## config.mk

```make
export PLATFORM = sky130hd
export DESIGN_NAME = cap_gain_seq
export DESIGN_NICKNAME = d
export VERILOG_FILES = /design/src/rtl/cap_gain_seq.sv
export SDC_FILE = /design/constraint.sdc
export NUM_CORES = 1
export LEC_CHECK = 0
export CAP_MARGIN = 20
export CORE_AREA = 3 3 238 240
export CTS_BUF_LIST = sky130_fd_sc_hd__clkbuf_8
export CTS_CLUSTER_DIAMETER = 100
export CTS_CLUSTER_SIZE = 25
export DETAILED_ROUTE_END_ITERATION = 12
export DIE_AREA = 0 0 241 243
export SKIP_CTS_REPAIR_TIMING = 1
export SLEW_MARGIN = 30
export SYNTH_ARGS = -nofsm -noshare
export SYNTH_HDL_FRONTEND = slang
export SYNTH_SLANG_ARGS = --single-unit
```

## constraint.sdc

```tcl
create_clock -name clk125 -period 8.7 [get_ports clk125]
set_input_delay 1.305 -clock clk125 [delete_from_list [all_inputs] [get_ports clk125]]
set_output_delay 1.305 -clock clk125 [all_outputs]
set_load 0.02 [all_outputs]
```

## src/rtl/cap_gain_seq.sv

```systemverilog
// Multi-gain capture sequencer: per gain applies relay/LMH/DAC settings, settles,
// then fires LD pulses. Optional DAC-ack watchdog enabled by CAP_DAC_TIMEOUT_EN.
module cap_gain_seq #(
  parameter int CYC_W  = 18,
  parameter int DEL_W  = 32,
  parameter int DAC_W  = 32,
  parameter int LMH_W  = 6,
  parameter int RLY_W  = 4,
  parameter int DAC_TO = 1024
) (
  input  logic                 clk125,
  input  logic                 rst,
  input  logic                 cap_trig,
  input  logic                 cap_abort,
  input  logic [2:0]           cap_gain_number,
  input  logic [DEL_W-1:0]     cap_gain_del,
  input  logic [4*CYC_W-1:0]   cap_cycle_bus,
  input  logic [4*DEL_W-1:0]   cap_lddel_bus,
  input  logic [4*DAC_W-1:0]   cap_daca_bus,
  input  logic [4*DAC_W-1:0]   cap_dacb_bus,
  input  logic [4*LMH_W-1:0]   cap_lmh_bus,
  input  logic [4*RLY_W-1:0]   cap_relay_bus,
  input  logic                 dac_ack,
  output logic                 dac_req,
  output logic [DAC_W-1:0]     dac_a,
  output logic [DAC_W-1:0]     dac_b,
  output logic [LMH_W-1:0]     lmh_out,
  output logic [RLY_W-1:0]     relay_out,
  output logic                 ld_fire,
  output logic [1:0]           cap_gain_idx,
  output logic                 cap_cing,
  output logic                 cap_cmpt,
  output logic                 cap_abtd,
  output logic                 cap_err
);

  typedef enum logic [2:0] {
    S_IDLE, S_APPLY, S_SETTLE, S_FIRE, S_WAIT, S_NEXT, S_DONE
  } state_t;

  state_t             r_state, w_next;
  logic [2:0]         r_cnt;
  logic [1:0]         r_idx;
  logic [CYC_W-1:0]   r_cyc;
  logic [DEL_W-1:0]   r_del;
  logic [DAC_W-1:0]   r_dac_a, r_dac_b;
  logic [LMH_W-1:0]   r_lmh;
  logic [RLY_W-1:0]   r_relay;
  logic               r_abtd;

  logic               w_start, w_abort, w_tmo, w_more, w_enter;
  logic [2:0]         w_cnt_clamp;
  logic [1:0]         w_tgt_idx;
  logic [CYC_W-1:0]   w_cyc_tgt;
  logic [DEL_W-1:0]   w_lddel_cur;

  if (DAC_TO < 1) begin : g_bad_dac_to
    $error("DAC_TO must be at least 1");
  end

  assign w_start   = (r_state == S_IDLE) && cap_trig && !cap_abort;
  assign w_abort   = (r_state != S_IDLE) && cap_abort;
  assign w_more    = ({1'b0, r_idx} + 3'd1) < r_cnt;
  // Gain whose settings are loaded when APPLY is entered (from IDLE or NEXT).
  assign w_tgt_idx = (r_state == S_IDLE) ? 2'd0 : r_idx + 2'd1;
  assign w_enter   = (w_next == S_APPLY) && (r_state != S_APPLY);
  assign w_cyc_tgt   = cap_cycle_bus[w_tgt_idx*CYC_W +: CYC_W];
  assign w_lddel_cur = cap_lddel_bus[r_idx*DEL_W +: DEL_W];

  // NOTE: every always_comb output gets a default first so no latch is inferred.
  always_comb begin
    w_cnt_clamp = cap_gain_number;
    if (cap_gain_number == 3'd0)      w_cnt_clamp = 3'd1;
    else if (cap_gain_number > 3'd4) w_cnt_clamp = 3'd4;
  end

`ifdef CAP_DAC_TIMEOUT_EN
  localparam int WD_W = $clog2(DAC_TO + 1);
  logic [WD_W-1:0] r_wdog;
  logic            r_err;

  assign w_tmo   = dac_req && !dac_ack && (r_wdog == WD_W'(DAC_TO - 1));
  assign cap_err = r_err;

  always_ff @(posedge clk125 or negedge rst) begin
    if (!rst) begin
      r_wdog <= '0;
      r_err  <= 1'b0;
    end else begin
      if (dac_req) r_wdog <= r_wdog + WD_W'(1);
      else         r_wdog <= '0;
      if (w_start)    r_err <= 1'b0;
      else if (w_tmo) r_err <= 1'b1;
    end
  end
`else
  assign w_tmo   = 1'b0;
  assign cap_err = 1'b0;
`endif

  // NOTE: sequential state uses non-blocking assignments so every flop samples pre-edge values.
  always_ff @(posedge clk125 or negedge rst) begin
    if (!rst) r_state <= S_IDLE;
    else      r_state <= w_next;
  end

  always_comb begin
    w_next = r_state;
    if (w_abort || w_tmo) begin
      w_next = S_IDLE;
    end else begin
      unique case (r_state)
        S_IDLE:   if (w_start) w_next = S_APPLY;
        S_APPLY:  if (r_cyc == '0) w_next = S_NEXT;
                  else if (dac_ack) w_next = S_SETTLE;
        S_SETTLE: if (r_del <= DEL_W'(1)) w_next = S_FIRE;
        S_FIRE:   if (r_cyc <= CYC_W'(1)) w_next = S_NEXT;
                  else if (w_lddel_cur != '0) w_next = S_WAIT;
        S_WAIT:   if (r_del <= DEL_W'(1)) w_next = S_FIRE;
        S_NEXT:   w_next = w_more ? S_APPLY : S_DONE;
        S_DONE:   w_next = S_IDLE;
        default:  w_next = S_IDLE;
      endcase
    end
  end

  always_comb begin
    dac_req  = 1'b0;
    ld_fire  = 1'b0;
    cap_cing = 1'b0;
    cap_cmpt = 1'b0;
    unique case (r_state)
      S_APPLY: begin
        cap_cing = 1'b1;
        dac_req  = (r_cyc != '0);
      end
      S_SETTLE, S_WAIT, S_NEXT: cap_cing = 1'b1;
      S_FIRE: begin
        cap_cing = 1'b1;
        ld_fire  = !cap_abort;
      end
      S_DONE:  cap_cmpt = !cap_abort;
      default: ;
    endcase
  end

  always_ff @(posedge clk125 or negedge rst) begin
    if (!rst) begin
      r_cnt   <= '0;
      r_idx   <= '0;
      r_cyc   <= '0;
      r_del   <= '0;
      r_dac_a <= '0;
      r_dac_b <= '0;
      r_lmh   <= '0;
      r_relay <= '0;
      r_abtd  <= 1'b0;
    end else begin
      r_abtd <= w_abort || w_tmo;

      if (w_start) begin
        r_cnt <= w_cnt_clamp;
        r_idx <= 2'd0;
      end else if (r_state == S_NEXT && w_next == S_APPLY) begin
        r_idx <= r_idx + 2'd1;
      end

      if (w_enter) begin
        r_cyc <= w_cyc_tgt;
        r_del <= cap_gain_del;
        // A gain with zero pulses is skipped without touching the front-end.
        if (w_cyc_tgt != '0) begin
          r_relay <= cap_relay_bus[w_tgt_idx*RLY_W +: RLY_W];
          r_lmh   <= cap_lmh_bus[w_tgt_idx*LMH_W +: LMH_W];
          r_dac_a <= cap_daca_bus[w_tgt_idx*DAC_W +: DAC_W];
          r_dac_b <= cap_dacb_bus[w_tgt_idx*DAC_W +: DAC_W];
        end
      end else begin
        case (r_state)
          S_SETTLE, S_WAIT: r_del <= (r_del == '0) ? '0 : r_del - DEL_W'(1);
          S_FIRE: begin
            r_cyc <= (r_cyc == '0) ? '0 : r_cyc - CYC_W'(1);
            if (w_lddel_cur != '0) r_del <= w_lddel_cur;
          end
          default: ;
        endcase
      end

      if (w_abort || w_tmo) begin
        r_relay <= '0;
        r_lmh   <= '0;
      end
    end
  end

  assign dac_a        = r_dac_a;
  assign dac_b        = r_dac_b;
  assign lmh_out      = r_lmh;
  assign relay_out    = r_relay;
  assign cap_gain_idx = r_idx;
  assign cap_abtd     = r_abtd;

endmodule

```

==> results of run 1 <==
## worst reg2reg max path, cell delays in order (launching register included)
cell and delay, ns:
dfrtp_4 0.85, ha_4 0.51, inv_2 0.15, buf_4 0.48, a21o_2 0.30, a221oi_1 0.15
nor4_1 0.29, nand4_1 0.15, o41ai_2 0.35, buf_4 0.27, buf_6 0.60, mux2_2 0.54
## worst max path at each step
stage / endpoint / from / slack [ns]
5_1_grt: dac_b[2] / cap_gain_idx[0] / 3.63
3_3_place_gp: dac_b[6] / cap_cycle_bus[10] / 3.76
4_1_cts: r_del[4] / cap_gain_idx[0] / 3.84
6_report: dac_b[6] / cap_gain_idx[0] / 3.95
3_5_place_dp: r_del[27] / cap_gain_idx[0] / 3.88
2_1_floorplan: dac_a[0] / r_del[16] / 5.15
## state kept, by name, summed over array words and instances, names as in the netlist
register	count
r_cyc	18
relay_out	4
r_cnt	3
lmh_out	6
r_del	32
cap_gain_idx	2
dac_b	32
cap_abtd	1
r_state	3
dac_a	32
## placed cells by master (no fill, tap or decap), drive strengths merged, types with 3 or more instances in the layout
| cell | n |
|---|---|
| a211o | 4 |
| a211oi | 7 |
| a21o | 5 |
| a21oi | 86 |
| a221o | 32 |
| a221oi | 7 |
| a22oi | 27 |
| a31oi | 4 |
| and3 | 3 |
| buf | 25 |
| clkbuf | 17 |
| clkdlybuf4s50 | 615 |
| dfrtp | 133 |
| ha | 10 |
| inv | 24 |
| mux2 | 81 |
| mux2i | 89 |
| mux4 | 32 |
| nand2 | 119 |
| nand2b | 13 |
| nand3 | 8 |
| nand3b | 3 |
| nand4 | 7 |
| nor2 | 129 |
| nor2b | 12 |
| nor3 | 30 |
| nor4 | 20 |
| o211ai | 17 |
| o21ai | 110 |
| o221ai | 4 |
| o22ai | 19 |
| o2bb2ai | 3 |
| o311a | 10 |
| o41ai | 3 |
| or2 | 4 |
| or3 | 37 |
| or4 | 9 |
| xnor2 | 14 |
| xor2 | 16 |
## stage by stage
step | utilization [%] | area [µm²]
floorplan | - | 11100
global placement | 32.7 | 17900
detailed placement | 32.7 | 18000
CTS | 33.5 | 18400
global route | 33.5 | 18400
finish | 33.5 | 18400
## cells in the mapped netlist (7+ instances only)
master	instances
clkbuf_1	80
mux4_2	32
xnor2_1	14
nand2b_1	13
or4_1	7
buf_2	8
o211ai_1	17
nor2b_1	12
inv_1	14
o311a_1	10
a21oi_1	86
buf_1	13
nor2_1	129
nor3_1	30
nand3_1	8
xor2_1	16
a221o_1	32
or3_1	37
nand2_1	119
mux2_4	50
a221oi_1	7
mux2_2	31
dfrtp_1	133
nand4_1	7
ha_1	10
nor4_1	20
o22ai_1	19
mux2i_1	89
a22oi_1	27
o21ai_0	110
## power groups by stage
stage	logic, mW	registers (mW)	clock network, mW
6_report	2.97	1.22	0.585
5_1_grt	3.21	1.27	0.633
4_1_cts	2.98	1.22	0.615
3_5_place_dp	2.98	1.22	0
3_3_place_gp	2.94	1.21	0
2_1_floorplan	1.64	1.33	0
## layer usage
metal,up-vias,GRT usage (%),wire length [µm]
li1,5777,-,-
met1,6009,22.0,22100
met2,512,32.2,28000
met3,63,4.31,3590
met4,2,4.99,1060
met5,-,0,20
## kinds of logic after synthesis
| logic type | synth area share, % |
|---|---|
| other cells | 0.0337 |
| simple gates | 16.9 |
| fa+ha+maj | 1.13 |
| flops | 30.0 |
| compound gates | 20.4 |
| mux | 24.4 |
| buf+inv | 4.82 |
| xor+xnor | 2.36 |
## area by class of cell
class / count / area, µm²
Fill cell: 5656 / 36500
Sequential cell: 133 / 3330
Antenna cell: 1 / 2.50
Multi-Input combinational cell: 995 / 7330
Inverter: 15 / 56.3
Timing Repair Buffer: 640 / 6390
Tap cell: 704 / 881
Clock buffer: 17 / 234
Clock inverter: 15 / 184
==> run_results.csv, run 1 <==
group,metric,value,unit
hold_path,min_to,"r_cnt[1]",
setup_path,arrival,5.18,ns
synthesis,synth_ff_type,"dfrtp_1",
hold_path,min_path_type,"reg2reg",
synthesis,synth_top_area_share,30.0,%
setup_path,path_class,"reg2reg",
grt,grt_overflow,0,
place,hpwl,43.4,mm
setup_path,crit_buf_inv,4,
cells_and_area,final_nets,2348,
pwr,power,4.78,mW
route,vias,12400,
die,fp.dieArea,58600,µm²
sta,drv_slew,0,
setup_path,worst_path_most_repeated_cell,"buf_4",
synthesis,synthCells,1253,
job,drv_cap,0,
setup_path,slowest_delay,0.85,ns
clock_tree,cts_sinks,133,
route,firstDrtPassIters,5,
cells_and_area,syn_to_final_growth,65.6,%
route,ant_nets,0,
pwr,swShare,45.4,%
pwr,p_int,2.61,mW
sta,period_needed,4.75,ns
die,io_pins,618,
synthesis,async_reset_ff_share,100,%
status,status,"finished clean",
setup_path,rr_endpoint,"dac_b[6]",
setup_path,cp_num_cells,11,
setup_path,reg2reg_depth,11,
cells_and_area,drive_gt1_share,10.4,%
grt,antenna_found_initial,1,
sta,hold_viol,0,
synthesis,synthTopCellsByArea,"dfrtp_1 30%, mux2i_1 8.0%, mux2_4 6.8%",
clock_tree,cts_tree,"done",
clock_tree,cts-buffers-inserted,17,
hold_path,holdPathStages,2,
synthesis,synth_enable_flop_cells,0,
synthesis,synth-seq-cells,133,
synthesis,ys_types,62,
setup_path,crit_required,9.13,ns
clock_tree,htree_levels,4,
cells_and_area,fin_cells,2520,
setup_path,crit_family,"buffers and inverters",
die,start_util,20.2,%
sta,clock_skew,0.0173,ns
synthesis,syn_area,11100,µm²
setup_path,timing.rr.start,"cap_gain_idx[0]",
grt,grt_use_total,18.2,%
grt,grt_pass1_wl,80.3,mm
place,placedCellCount,2485,
sta,fin_hold_ws,0.504,ns
clock_tree,clk_pin_slew_worst_paths,0.09,ns
setup_path,cp_cell_sequence,"ha_4 -> inv_2 -> buf_4 -> a21o_2 -> a221oi_1 -> nor4_1 -> nand4_1 -> o41ai_2 -> buf_4 -> buf_6 -> mux2_2",
route,drtIter0Drc,732,
sta,final-setup-viol-count,0,
route,totalWireLength,54.8,mm
synthesis,yosysTopAreaCell,"dfrtp_1",
place,port_buffers,616,
synthesis,syn_nets,1799,
setup_path,cpMaxStageDelayCell,"dfrtp_4",
grt,grt_pass1_vias,12800,
sta,setup_tns,0,ns
route,drt-vias-per-instance,4.91,
die,row_count,86,
place,place_worst_setup_slack,3.88,ns
pwr,vdd_drop_max,138,µV
setup_path,path_max_fanout,64,
pwr,seqPwrFrac,25.6,%
pwr,pwr-share-comb,62.1,%
clock_tree,insertion_delay,0.54,ns
synthesis,syn_area_per_cell,8.87,µm²
place,gp_congestion,0.874,
die,dieHeight,243,µm
synthesis,seq_area_frac_synth,30.0,%
pwr,p_clk_share,12.2,%
pwr,p_sw,2.17,mW
clock_tree,root_buffer,"clkbuf_8",
hold_path,hold_start,"r_cnt[1]",
setup_path,r2r_slack,3.95,ns
setup_path,start_kind,"register",
sta,fmax,211,MHz
die,core-area,54900,µm²
pwr,p_per_area,260,nW/µm²
die,die_width,241,µm
sta,slew_headroom,38.6,%
route,wl_per_cell,21.7,µm
grt,grt_max_degree,74,
sta,rsz0062_at_grt,"no",
sta,fin_ws,3.95,ns
synthesis,ys_warn_count,0,
clock_tree,clockBufferDepth,2,
setup_path,end_kind,"register",
pwr,p_leak,7.17,nW
route,drcViolationCount,0,
sta,fin_crit_sh,54.6,%
sta,worst_pin_slew,0.921,ns
Note: power is estimated with default switching activity, not from simulation.
==> inputs of run 2 (changes only) <==
Settings changed: CORE_AREA 3 3 238 240 to 3 3 239 241, DIE_AREA 0 0 241 243 to 0 0 242 244.
Clock period 8.7 ns to 4.62 ns, I/O delays scaled along.
==> run 2 against run 1 <==
Against the previous run:
- worst setup slack got worse by 3.4 ns
- via count rose by 0.17%
- largest power group unchanged
- final area increased by 0.84%
- fmax increased by 18%
- highest routed layer unchanged
- clock skew decreased by 0.00056 ns
- wire length grew 4.7%
- sequential cell count unchanged
- register-to-register slack lost 3.4 ns
==> run_results.csv, run 2 (same netlist as run 1, synthesis figures left out) <==
group,metric,value,unit
pwr,vdd_drop_max,463,µV
clock_tree,cts_sinks,133,
grt,grt_use_total,18.6,%
route,wl_per_cell,22.2,µm
pwr,power,9.11,mW
sta,slew_headroom,41.3,%
status,status,"finished clean",
clock_tree,root_buffer,"clkbuf_8",
cells_and_area,fillers,5788,
grt,grtUsageMet1,21.4,%
place,hpwl,46.9,mm
grt,gr-max-usage-layer,"met2",
die,io_pins,618,
hold_path,min_path_type,"in2async",
grt,grt_pass1_vias,12900,
clock_tree,clk_pin_slew_worst_paths,0.09,ns
setup_path,timing.rr.start,"r_del[18]",
setup_path,r2r_slack,0.59,ns
setup_path,start_kind,"register",
cells_and_area,layout.area.seq,3330,µm²
cells_and_area,drive_gt1_share,10.9,%
sta,setup_tns,0,ns
job,drv_cap,0,
route,firstDrtPassIters,5,
pwr,p_leak,7.24,nW
setup_path,crit_buf_inv,2,
sta,fin_crit_sh,87.3,%
grt,grt_overflow,0,
grt,grt_pass1_wl,83.0,mm
sta,period_needed,4.03,ns
die,row_count,86,
sta,worst_pin_slew,0.880,ns
grt,grt_max_degree,81,
sta,clock_skew,0.0167,ns
setup_path,arrival,4.40,ns
cells_and_area,multi_input_area,7320,µm²
setup_path,crit_start,"r_del[18]",
sta,hold_viol,0,
sta,drv_slew,0,
grt,grtUsageMet2,33.1,%
place,port_buffers,616,
sta,rsz0062_at_grt,"no",
setup_path,path_class,"reg2reg",
place,gp_congestion,0.921,
die,dieHeight,244,µm
clock_tree,insertion_delay,0.49,ns
route,drt-vias-per-instance,4.80,
sta,final-setup-viol-count,0,
setup_path,slowest_delay,0.62,ns
sta,fmax,248,MHz
clock_tree,cts_tree,"done",
setup_path,path_max_fanout,28,
route,drtIter0Drc,692,
cells_and_area,most-common-layout-cells,"615 x clkdlybuf4s50_1, 132 x dfrtp_1, 127 x nor2_1",
route,totalWireLength,57.3,mm
pwr,p_per_area,491,nW/µm²
cells_and_area,syn_to_final_growth,67.0,%
setup_path,cp_num_cells,9,
grt,antenna_found_initial,7,
setup_path,crit_required,4.99,ns
setup_path,cpMaxStageDelayCell,"or4_1",
die,die_width,242,µm
die,fp.dieArea,59000,µm²
setup_path,cp_cell_sequence,"or4_4 -> or4_4 -> or4_1 -> o211a_1 -> a211oi_4 -> buf_4 -> nor3_2 -> buf_4 -> a221o_1",
cells_and_area,final_common_cell,"clkdlybuf4s50_1",
route,drcViolationCount,0,
die,start_util,20.2,%
clock_tree,cts-buffers-inserted,17,
grt,grtUsageMet3,5.42,%
clock_tree,clockBufferDepth,2,
setup_path,rr_endpoint,"r_del[12]",
setup_path,crit_end,"r_del[12]",
route,ant_nets,0,
die,core-area,55100,µm²
cells_and_area,final_nets,2360,
setup_path,end_kind,"register",
clock_tree,htree_levels,4,
setup_path,reg2reg_depth,9,
setup_path,crit_family,"simple AND/OR/NAND/NOR gates",
sta,fin_hold_ws,0.227,ns
route,vias,12400,
run 2: changes by cell type in the layout (fill, tap and decap cells not counted), sizes merged:
cell and delta:
buf +12, bufinv +1, clkbuf +1, clkinv +4
clkinvlp -1, diode +4, inv -5
run 2: report_power, final:
part	leakage, nW	internal (mW)	total [mW]	switching (mW)
sequential	1.62	1.74	2.25	0.507
combinational	5.40	2.73	5.78	3.05
clock	0.215	0.553	1.08	0.531
run 2: how the worst min path moves through the flow:
stage / cells after the start / slack [ns] / to
CTS: 1 / 0.21 / dac_a[18]
global placement: 2 / 0.47 / r_cnt[1]
finish: 1 / 0.23 / dac_b[18]
detailed placement: 2 / 0.48 / r_cnt[1]
global route: 1 / 0.25 / dac_b[18]
floorplan: 0 / 0.40 / cap_abtd
run 2: metrics by stage:
stage               worst slack [ns]  std cells  util [%]  instance area [µm²]
global placement               0.647       2543      32.9                18100
global route                   0.454       2580      33.7                18600
finish                         0.588       2580      33.7                18600
floorplan                       1.07       1253         -                11100
detailed placement             0.614       2543      32.9                18100
CTS                            0.588       2575      33.7                18500
run 2: area by class of cell:
class / count / area share, %
clock buffer: 18 / 1.33
clock inverter: 14 / 0.951
sequential: 133 / 18.0
antenna: 5 / 0.0674
multi-input combinational: 995 / 39.5
tap: 748 / 5.04
timing repair buffer: 652 / 34.9
inverter: 15 / 0.303
run 2: worst register-to-register path, cell delays in order (launching register included):
cell      delay, ns
dfrtp_1        0.43
or4_4          0.61
or4_4          0.57
or4_1          0.62
o211a_1        0.33
a211oi_4       0.34
buf_4          0.35
nor3_2         0.07
buf_4          0.24
a221o_1        0.34
run 2: per-layer routing:
| layer | wire length [µm] | share of wire, % | up-vias |
|---|---|---|---|
| li1 | - | - | 5817 |
| met1 | 22400 | 39 | 5972 |
| met2 | 29200 | 51 | 514 |
| met3 | 4120 | 7.2 | 79 |
| met4 | 1540 | 2.7 | 2 |
| met5 | 13 | 0.023 | - |
